===== config.mk =====
export PLATFORM = sky130hd
export DESIGN_NAME = d_jump_ras
export DESIGN_NICKNAME = d
export VERILOG_FILES = /design/src/rtl/d_jump_ras.sv
export SDC_FILE = /design/constraint.sdc
export NUM_CORES = 1
export LEC_CHECK = 0
export CAP_MARGIN = 20
export CORE_ASPECT_RATIO = 1.1
export CORE_MARGIN = 2
export CORE_UTILIZATION = 32
export CTS_CLUSTER_DIAMETER = 50
export DETAILED_ROUTE_END_ITERATION = 8
export SETUP_SLACK_MARGIN = 0.2
export SLEW_MARGIN = 40
export SYNTH_ARGS = -nofsm -noshare
export SYNTH_HDL_FRONTEND = slang
export SYNTH_SLANG_ARGS = --single-unit

===== constraint.sdc =====
create_clock -name clk -period 4.2 [get_ports clk]
set_input_delay 0.84 -clock clk [delete_from_list [all_inputs] [get_ports clk]]
set_output_delay 0.84 -clock clk [all_outputs]
set_load 0.05 [all_outputs]

===== src/rtl/d_jump_ras.sv =====
// D-stage jump resolver (j/jal/jr/jalr) with a circular return-address stack.
// Optional build macro JUMP_RAS_STATS_EN adds the stat_jumps/stat_mispred counters.
module d_jump_ras #(
   parameter int RAS_DEPTH = 8,
   parameter int PTR_W     = 3,
   parameter int RA_REG    = 31
) (
   input  logic              clk,
   input  logic              reset,
   input  logic              en,
   input  logic              flush,
   input  logic [31:0]       PC,
   input  logic [31:0]       instr,
   input  logic [31:0]       D1,
   input  logic              D1_ready,
   output logic [31:0]       JumpNPC,
   output logic              JumpJudge,
   output logic              jump_stall,
   output logic [31:0]       ras_top,
   output logic              ras_pred_valid,
   output logic [PTR_W:0]    ras_count,
   output logic              ras_mispred
`ifdef JUMP_RAS_STATS_EN
   ,
   output logic [31:0]       stat_jumps,
   output logic [31:0]       stat_mispred
`endif
);

   localparam logic [PTR_W:0] FULL = (PTR_W+1)'(RAS_DEPTH);

   logic [5:0]       op;
   logic [5:0]       funct;
   logic [4:0]       rs;
   logic             is_j, is_jal, is_jr, is_jalr;
   logic             commit, do_push, do_pop;

   logic [31:0]      ras_q [RAS_DEPTH];
   logic [31:0]      ras_d [RAS_DEPTH];
   logic [PTR_W-1:0] sp_q, sp_d, sp_pop, top_idx;
   logic [PTR_W:0]   cnt_q, cnt_d, cnt_pop;
   logic             mispred_q, mispred_d;

   logic             unused_instr_bits;
   assign unused_instr_bits = ^instr[20:6];

   assign op    = instr[31:26];
   assign funct = instr[5:0];
   assign rs    = instr[25:21];

   always_comb begin
      is_j    = (op == 6'h02);
      is_jal  = (op == 6'h03);
      is_jr   = (op == 6'h00) && (funct == 6'h08);
      is_jalr = (op == 6'h00) && (funct == 6'h09);
   end

   always_comb begin
      JumpJudge  = 1'b0;
      JumpNPC    = '0;
      jump_stall = 1'b0;
      if (!flush) begin
         if (is_j || is_jal) begin
            JumpJudge = 1'b1;
            JumpNPC   = {PC[31:28], instr[25:0], 2'b00};
         end else if (is_jr || is_jalr) begin
            if (D1_ready) begin
               JumpJudge = 1'b1;
               JumpNPC   = D1;
            end else begin
               jump_stall = 1'b1;
            end
         end
      end
   end

   assign commit  = en && JumpJudge;
   assign do_push = commit && (is_jal || is_jalr);
   assign do_pop  = commit && (is_jr || is_jalr) && (rs == 5'(RA_REG));

   assign top_idx        = sp_q - PTR_W'(1);
   assign ras_top        = (cnt_q != '0) ? ras_q[top_idx] : '0;
   assign ras_pred_valid = (cnt_q != '0);
   assign ras_count      = cnt_q;
   assign ras_mispred    = mispred_q;

   // Pop is applied first, then push on the popped pointer: a jalr $ra
   // therefore overwrites the old top in place with its own return address.
   always_comb begin
      ras_d     = ras_q;
      sp_pop    = sp_q;
      cnt_pop   = cnt_q;
      mispred_d = 1'b0;
      if (do_pop && (cnt_q != '0)) begin
         sp_pop    = top_idx;
         cnt_pop   = cnt_q - (PTR_W+1)'(1);
         mispred_d = (D1 != ras_top);
      end
      sp_d  = sp_pop;
      cnt_d = cnt_pop;
      if (do_push) begin
         ras_d[sp_pop] = PC + 32'd8;
         sp_d          = sp_pop + PTR_W'(1);
         cnt_d         = (cnt_pop == FULL) ? FULL : cnt_pop + (PTR_W+1)'(1);
      end
   end

   always_ff @(posedge clk) begin
      if (reset) begin
         for (int unsigned i = 0; i < RAS_DEPTH; i++) ras_q[i] <= '0;
         sp_q      <= '0;
         cnt_q     <= '0;
         mispred_q <= 1'b0;
      end else begin
         ras_q     <= ras_d;
         sp_q      <= sp_d;
         cnt_q     <= cnt_d;
         mispred_q <= mispred_d;
      end
   end

`ifdef JUMP_RAS_STATS_EN
   logic [31:0] stat_jumps_q, stat_jumps_d;
   logic [31:0] stat_mispred_q, stat_mispred_d;

   // Mispredicts are counted at the edge that raises the pulse.
   always_comb begin
      stat_jumps_d   = stat_jumps_q;
      stat_mispred_d = stat_mispred_q;
      if (commit)    stat_jumps_d   = stat_jumps_q + 32'd1;
      if (mispred_d) stat_mispred_d = stat_mispred_q + 32'd1;
   end

   always_ff @(posedge clk) begin
      if (reset) begin
         stat_jumps_q   <= '0;
         stat_mispred_q <= '0;
      end else begin
         stat_jumps_q   <= stat_jumps_d;
         stat_mispred_q <= stat_mispred_d;
      end
   end

   assign stat_jumps   = stat_jumps_q;
   assign stat_mispred = stat_mispred_q;
`endif

endmodule


==> impl_metrics.py, run 1 <==
metrics = {
    "setup_path": {
        "critPathKind": "input port to primary output",
        "cp-start-kind": "input port",
        "crit_chain": "clkdlybuf4s50_1 -> nor4b_4 -> a31oi_1 -> or3_1 -> buf_4 -> a21oi_1 -> buf_12",
        "cpPeakStageDelay_ns": 0.49,
        "slowest_stage": "clkdlybuf4s50_1",
        "cp.arrival_ns": 3.05,
        "worstPathRequired_ns": 3.36,
        "crit_path_end_kind": "primary output",
        "cp_max_fo": 14,
    },
    "drt": {
        "drc_errors": 0,
        "vias_per_cell": 5.47,
        "postRouteAntennaNets": 0,
        "drt-wirelength-per-cell_um": 20.2,
        "vias": 11100,
        "drt_first_pass_iters": 5,
        "drt-total-wl_um": 41000,
        "first_iter_violations": 872,
    },
    "sta": {
        "fin_hold_ws_ns": 0.454,
        "skew_ns": 0.0121,
        "fin_crit_ns": 3.89,
        "finalSetupTns_ns": 0,
        "finalCritPeriodShare": 0.926,
        "tightest_slew_ns": 0.784,
        "setup_viol_count_final": 0,
        "rsz0062_at_grt": "false",
        "hold_viol_final": 0,
        "timing.fmax_ghz": 0.257,
        "slew_violations": 0,
        "relSlewSlack": 0.476,
    },
    "cts": {
        "clk-insertion-delay-late_ns": 0.57,
        "cts.sinks": 264,
        "htreeDepth": 1,
        "hold_buffers": 0,
        "path_clk_slew_ns": 0.06,
        "cts_tree": "yes",
        "cts_buffers": 31,
        "cts_max_path_buffers": 3,
        "cts_root_buffer": "clkbuf_16",
    },
    "logic_synthesis": {
        "synth_area_leaders": "dfxtp_1 (41%), mux4_2 (11%), nand3b_1 (9.4%)",
        "synthFlopType": "dfxtp_1",
        "syn_area_per_cell_um2": 9.53,
        "synth_top_area_cell": "dfxtp_1",
        "synth_edf_count": 0,
        "synthArstFlopShare": 0,
        "synth_warnings": 0,
        "yosys.area.top_type_share": 0.407,
        "ys_seq_area_frac": 0.407,
        "synth_nets": 1468,
        "syn_inst": 1362,
        "synth-seq-cells": 264,
        "synth.distinct_cells": 50,
        "synth_area_um2": 13000,
    },
    "cells_and_area": {
        "layout-drive-gt1-share": 0.199,
        "syn2layout_area_growth_pct": 28.4,
        "fin_area_um2": 16700,
        "antenna_cells": 0,
        "nNetsFinal": 1596,
    },
    "floorplan": {
        "dieArea_um2": 42200,
        "die_h_um": 215,
        "rows": 77,
        "die_x_um": 196,
        "core_area_um2": 40100,
        "start_util": 0.324,
        "io_pins": 173,
    },
    "global_route": {
        "grtUsageMet2": 0.316,
        "grt_pass1_wl_um": 63100,
        "grt_pass1_vias": 10700,
        "grt_max_degree": 134,
        "top_usage_layer": "met2",
        "grt_antenna_before_repair": 0,
        "groute.usage.overall": 0.189,
        "gr-total-overflow": 0,
        "grtUsageMet3": 0.0246,
        "use_met1": 0.261,
    },
    "placement": {
        "place_congestion": 0.877,
        "dpl_cell_area_um2": 15600,
        "io_buffers": 172,
        "hpwl_um": 27600,
    },
    "power_and_ir_drop": {
        "p_leak_nw": 5.64,
        "power_density_nw_per_um2": 332,
        "peakVddDrop_mv": 0.278,
    },
    "status": {
        "status": "completed",
    },
    "run": {
        "drv_cap": 0,
    },
    "worst_hold_path": {
        "hold_path.class": "flip-flop to flip-flop",
    },
}
## through the flow
stage	power [W]	cells	util	setup slack, ns
2_1_floorplan	0.00269	1362	-	0.285
3_3_place_gp	0.00286	1970	0.390	0.293
3_5_place_dp	0.00286	1970	0.390	0.231
4_1_cts	0.00559	2025	0.416	0.295
5_1_grt	0.00571	2025	0.416	0.235
6_report	0.00553	2025	0.416	0.309
## where the power goes
part           switching (W)  leakage, nW  internal [W]
Clock                0.00110        0.505       0.00163
Sequential      0.0000000239         2.13       0.00250
Combinational       0.000150         3.01      0.000151
Total                0.00125         5.64       0.00428
## per-layer routing
metal | vias up | share of wire
li1 | 5220 | -
met1 | 5472 | 0.46
met2 | 348 | 0.47
met3 | 43 | 0.054
met4 | 0 | 0.016
met5 | - | 0
## worst max-delay path, delay by kind of cell
family | cells | cell delay (ns)
buffers and inverters | 3 | 0.89
AO/OA/AOI/OAI | 2 | 0.51
AND/OR/NAND/NOR | 2 | 0.80
## worst paths after layout
check               start         end  slack (ns)  cells after the start
max reg2reg  ras_count[0]  ras_q[178]        0.76                      9
min reg2reg     ras_q[68]   ras_q[68]        0.45                      2
max             instr[26]  JumpNPC[2]        0.31                      7
min             ras_q[68]   ras_q[68]        0.45                      2
## sequential cells by signal, summed over array words and instances, names as in the netlist
register and cells:
ras_q 256, ras_mispred 1, sp_q 3, ras_count 4
## kinds of logic (layout without fill, tap and decap cells)
family	count (synthesis)	in the layout	synth area share
XOR/XNOR	68	68	0.0459
buffers and inverters	137	287	0.0420
multiplexers	81	81	0.124
flip-flops	264	264	0.407
adder cells (fa/ha/maj)	5	5	0.00482
AO/OA/AOI/OAI	340	340	0.152
AND/OR/NAND/NOR	467	467	0.225
## Yosys cell counts (6+ instances only)
cell        n
and4_1      7
clkbuf_1  100
nand3_1    13
buf_2      16
a22o_1     33
and3_1      7
xnor2_1    59
mux2i_1    17
o21ai_0   219
a21oi_1    54
inv_1       9
nor3_1      6
dfxtp_1   264
a211oi_1    8
nor2_1     36
xor2_1      9
nand4_1    15
nand2b_1   25
nand3b_1  162
mux4_2     64
or3b_2     50
buf_1       9
nand2_1   114
## placed cells by master (no fill, tap or decap), types with 6 or more instances in the layout
cell type and n:
mux4_2 64, and4_1 7, nand2_1 114, and3_1 7
clkdlybuf4s50_1 105, buf_12 41, o21ai_0 219, nor2_1 34
xnor2_1 59, nand3_1 13, nand2b_1 25, a21oi_1 54
inv_1 9, dfxtp_1 263, xor2_1 9, a22o_1 33
mux2i_1 17, nand3b_1 162, a211oi_1 8, or3b_2 50
nand4_1 15, nor3_1 6, clkbuf_1 7, clkbuf_16 31
buf_4 76
## repair_timing
| item | 4_1_cts | 5_1_grt |
|---|---|---|
| buffers inserted | 0 | 0 |
| gates resized for setup | 0 | 1 |
| setup endpoints to repair | 0 | 4 |
## area by class of cell
cell class              instances  area (µm²)
clock buffers                  42         857
clock inverters                13         184
fillers                      3876       23400
inverters                       9        33.8
multi-input cells             961        7210
flip-flops and latches        264        5290
well taps                     513         642
repair buffers                223        2450
Power figures use the tool's default switching activity.
==> run 2, diff against run 1 <==
--- a/config.mk
+++ b/config.mk
@@ -13,2 +13,3 @@
 export DETAILED_ROUTE_END_ITERATION = 8
+export PLACE_DENSITY = 0.61
 export SETUP_SLACK_MARGIN = 0.2
==> constraint.sdc (replaced) <==
create_clock -name clk -period 4.2 [get_ports clk]
set_input_delay 1.26 -clock clk [delete_from_list [all_inputs] [get_ports clk]]
set_output_delay 1.26 -clock clk [all_outputs]
set_load 0.05 [all_outputs]
==> impl_metrics.py, run 2 (synthesized netlist as in run 1, its figures left out) <==
metrics = {
    "worst_hold_path": {
        "holdPathStages": 2,
        "hold_path.class": "flip-flop to flip-flop",
        "hp-start": "ras_q[66]",
        "min_to": "ras_q[66]",
    },
    "sta": {
        "fin_hold_ws_ns": 0.452,
        "relSlewSlack": 0.578,
        "slew_violations": 0,
        "skew_ns": 0.0252,
        "setup_viol_count_final": 0,
        "rsz0062_at_grt": "true",
        "finalCritPeriodShare": 0.994,
        "tightest_slew_ns": 0.634,
        "timing.fmax_ghz": 0.240,
        "fin_crit_ns": 4.17,
        "hold_viol_final": 0,
    },
    "cells_and_area": {
        "syn2layout_area_growth_pct": 36.0,
        "largest-register": "ras_q",
        "nNetsFinal": 1637,
        "multi_input_area_um2": 7630,
        "fin_util": 0.441,
        "final-seq-area_um2": 5290,
        "layout_commonest_cell": "dfxtp_1",
        "nFillCells": 3693,
        "largest_reg_flops": 256,
        "fin_area_um2": 17700,
        "layout-drive-gt1-share": 0.258,
        "most-common-layout-cells": "dfxtp_1 (261), o21ai_0 (219), nand3b_1 (162)",
        "antenna_cells": 0,
    },
    "drt": {
        "postRouteAntennaNets": 0,
        "vias": 11200,
        "vias_per_cell": 5.40,
        "first_iter_violations": 740,
        "drt-total-wl_um": 41900,
        "drt_first_pass_iters": 5,
        "drt-wirelength-per-cell_um": 20.3,
        "drc_errors": 0,
    },
    "cts": {
        "path_clk_slew_ns": 0.06,
        "htreeDepth": 1,
        "cts_buffers": 28,
        "cts_tree": "yes",
        "hold_buffers": 0,
        "cts_max_path_buffers": 3,
        "clk-insertion-delay-late_ns": 0.56,
        "cts_root_buffer": "clkbuf_16",
        "cts.sinks": 264,
    },
    "global_route": {
        "grt_pass1_wl_um": 64300,
        "groute.usage.overall": 0.194,
        "grt_pass1_vias": 11100,
        "grt_max_degree": 104,
        "gr-total-overflow": 0,
        "grt_antenna_before_repair": 1,
    },
    "floorplan": {
        "core_area_um2": 40100,
        "die_h_um": 215,
        "rows": 77,
        "start_util": 0.324,
        "die_x_um": 196,
        "io_pins": 173,
        "dieArea_um2": 42200,
    },
    "setup_path": {
        "cp-start-kind": "input port",
        "crit_start": "instr[28]",
        "rr_worst_depth": 11,
        "cpPeakStageDelay_ns": 0.53,
        "critPathKind": "input port to primary output",
        "slowest_stage": "or4_4",
        "critPathTopFamily": "simple AND/OR/NAND/NOR gates",
        "worstPathRequired_ns": 2.94,
        "r2r-start": "ras_count[0]",
        "critPathBufInv": 4,
        "cp_max_fo": 6,
        "crit_path_end_kind": "primary output",
        "reg2reg_setup_slack_ns": 1.11,
        "crit_chain": "buf_6 -> or4_4 -> or3_4 -> buf_6 -> buf_16 -> a21oi_4 -> buf_12",
        "r2r-end": "ras_q[176]",
        "crit_top_cell": "buf_6",
        "cp.arrival_ns": 2.91,
    },
    "power_and_ir_drop": {
        "peakVddDrop_mv": 0.360,
        "power_density_nw_per_um2": 308,
        "p_leak_nw": 6.01,
    },
    "placement": {
        "hpwl_um": 27800,
        "place_congestion": 0.857,
        "dpl_cell_area_um2": 16300,
        "io_buffers": 172,
    },
    "run": {
        "drv_cap": 0,
    },
    "status": {
        "status": "completed",
    },
}
[run 2: worst max-delay path by stage]
stage,end,slack [ns],cells after the start
finish,JumpNPC[18],0.03,7
CTS,JumpNPC[14],0.02,7
detailed placement,ras_q[17],-0.29,10
global route,JumpNPC[1],-0.01,9
global placement,ras_q[19],-0.25,10
floorplan,JumpNPC[22],0.03,6
[run 2: what timing repair did]
item                       in CTS  in global routing
setup endpoints to repair      66                 47
gates resized for setup        54                 23
buffers inserted               10                  1
gates cloned                    4                  0
pin swaps                      11                  8
[run 2: tightest hold or removal path: cells and delay by family, from the launching register on]
family | cells | cell delay [ns]
flops | 1 | 0.31
simple gates | 1 | 0.05
compound gates | 1 | 0.05
[run 2: power by group]
part	switching (W)	internal, W	leakage, nW
Sequential	0.0000000236	0.00250	2.13
Combinational	0.000169	0.000163	3.40
Clock	0.00106	0.00154	0.485
Total	0.00123	0.00420	6.01
[run 2: stage by stage]
stage | worst slack [ns] | std cells | TNS, ns | total power (W)
finish | 0.0254 | 2066 | 0 | 0.00543
global route | -0.0120 | 2066 | -0.0203 | 0.00560
CTS | 0.0217 | 2065 | 0 | 0.00547
detailed placement | -0.287 | 1999 | -33.15 | 0.00288
global placement | -0.254 | 1999 | -28.45 | 0.00288
floorplan | 0.0258 | 1362 | 0 | 0.00271
[run 2: per-layer routing]
metal	track usage	up-vias	share of wire
li1	-	5311	-
met1	0.236	5396	0.42
met2	0.334	371	0.48
met3	0.0395	76	0.069
met4	0.0778	2	0.036
met5	0	-	0.00029
[run 2: final cells by class]
type | instances | share of cell area
Clock buffer | 40 | 0.0480
Sequential cell | 264 | 0.300
Tap cell | 513 | 0.0364
Inverter | 9 | 0.00213
Multi-Input combinational cell | 961 | 0.432
Timing Repair Buffer | 267 | 0.174
Clock inverter | 12 | 0.00822
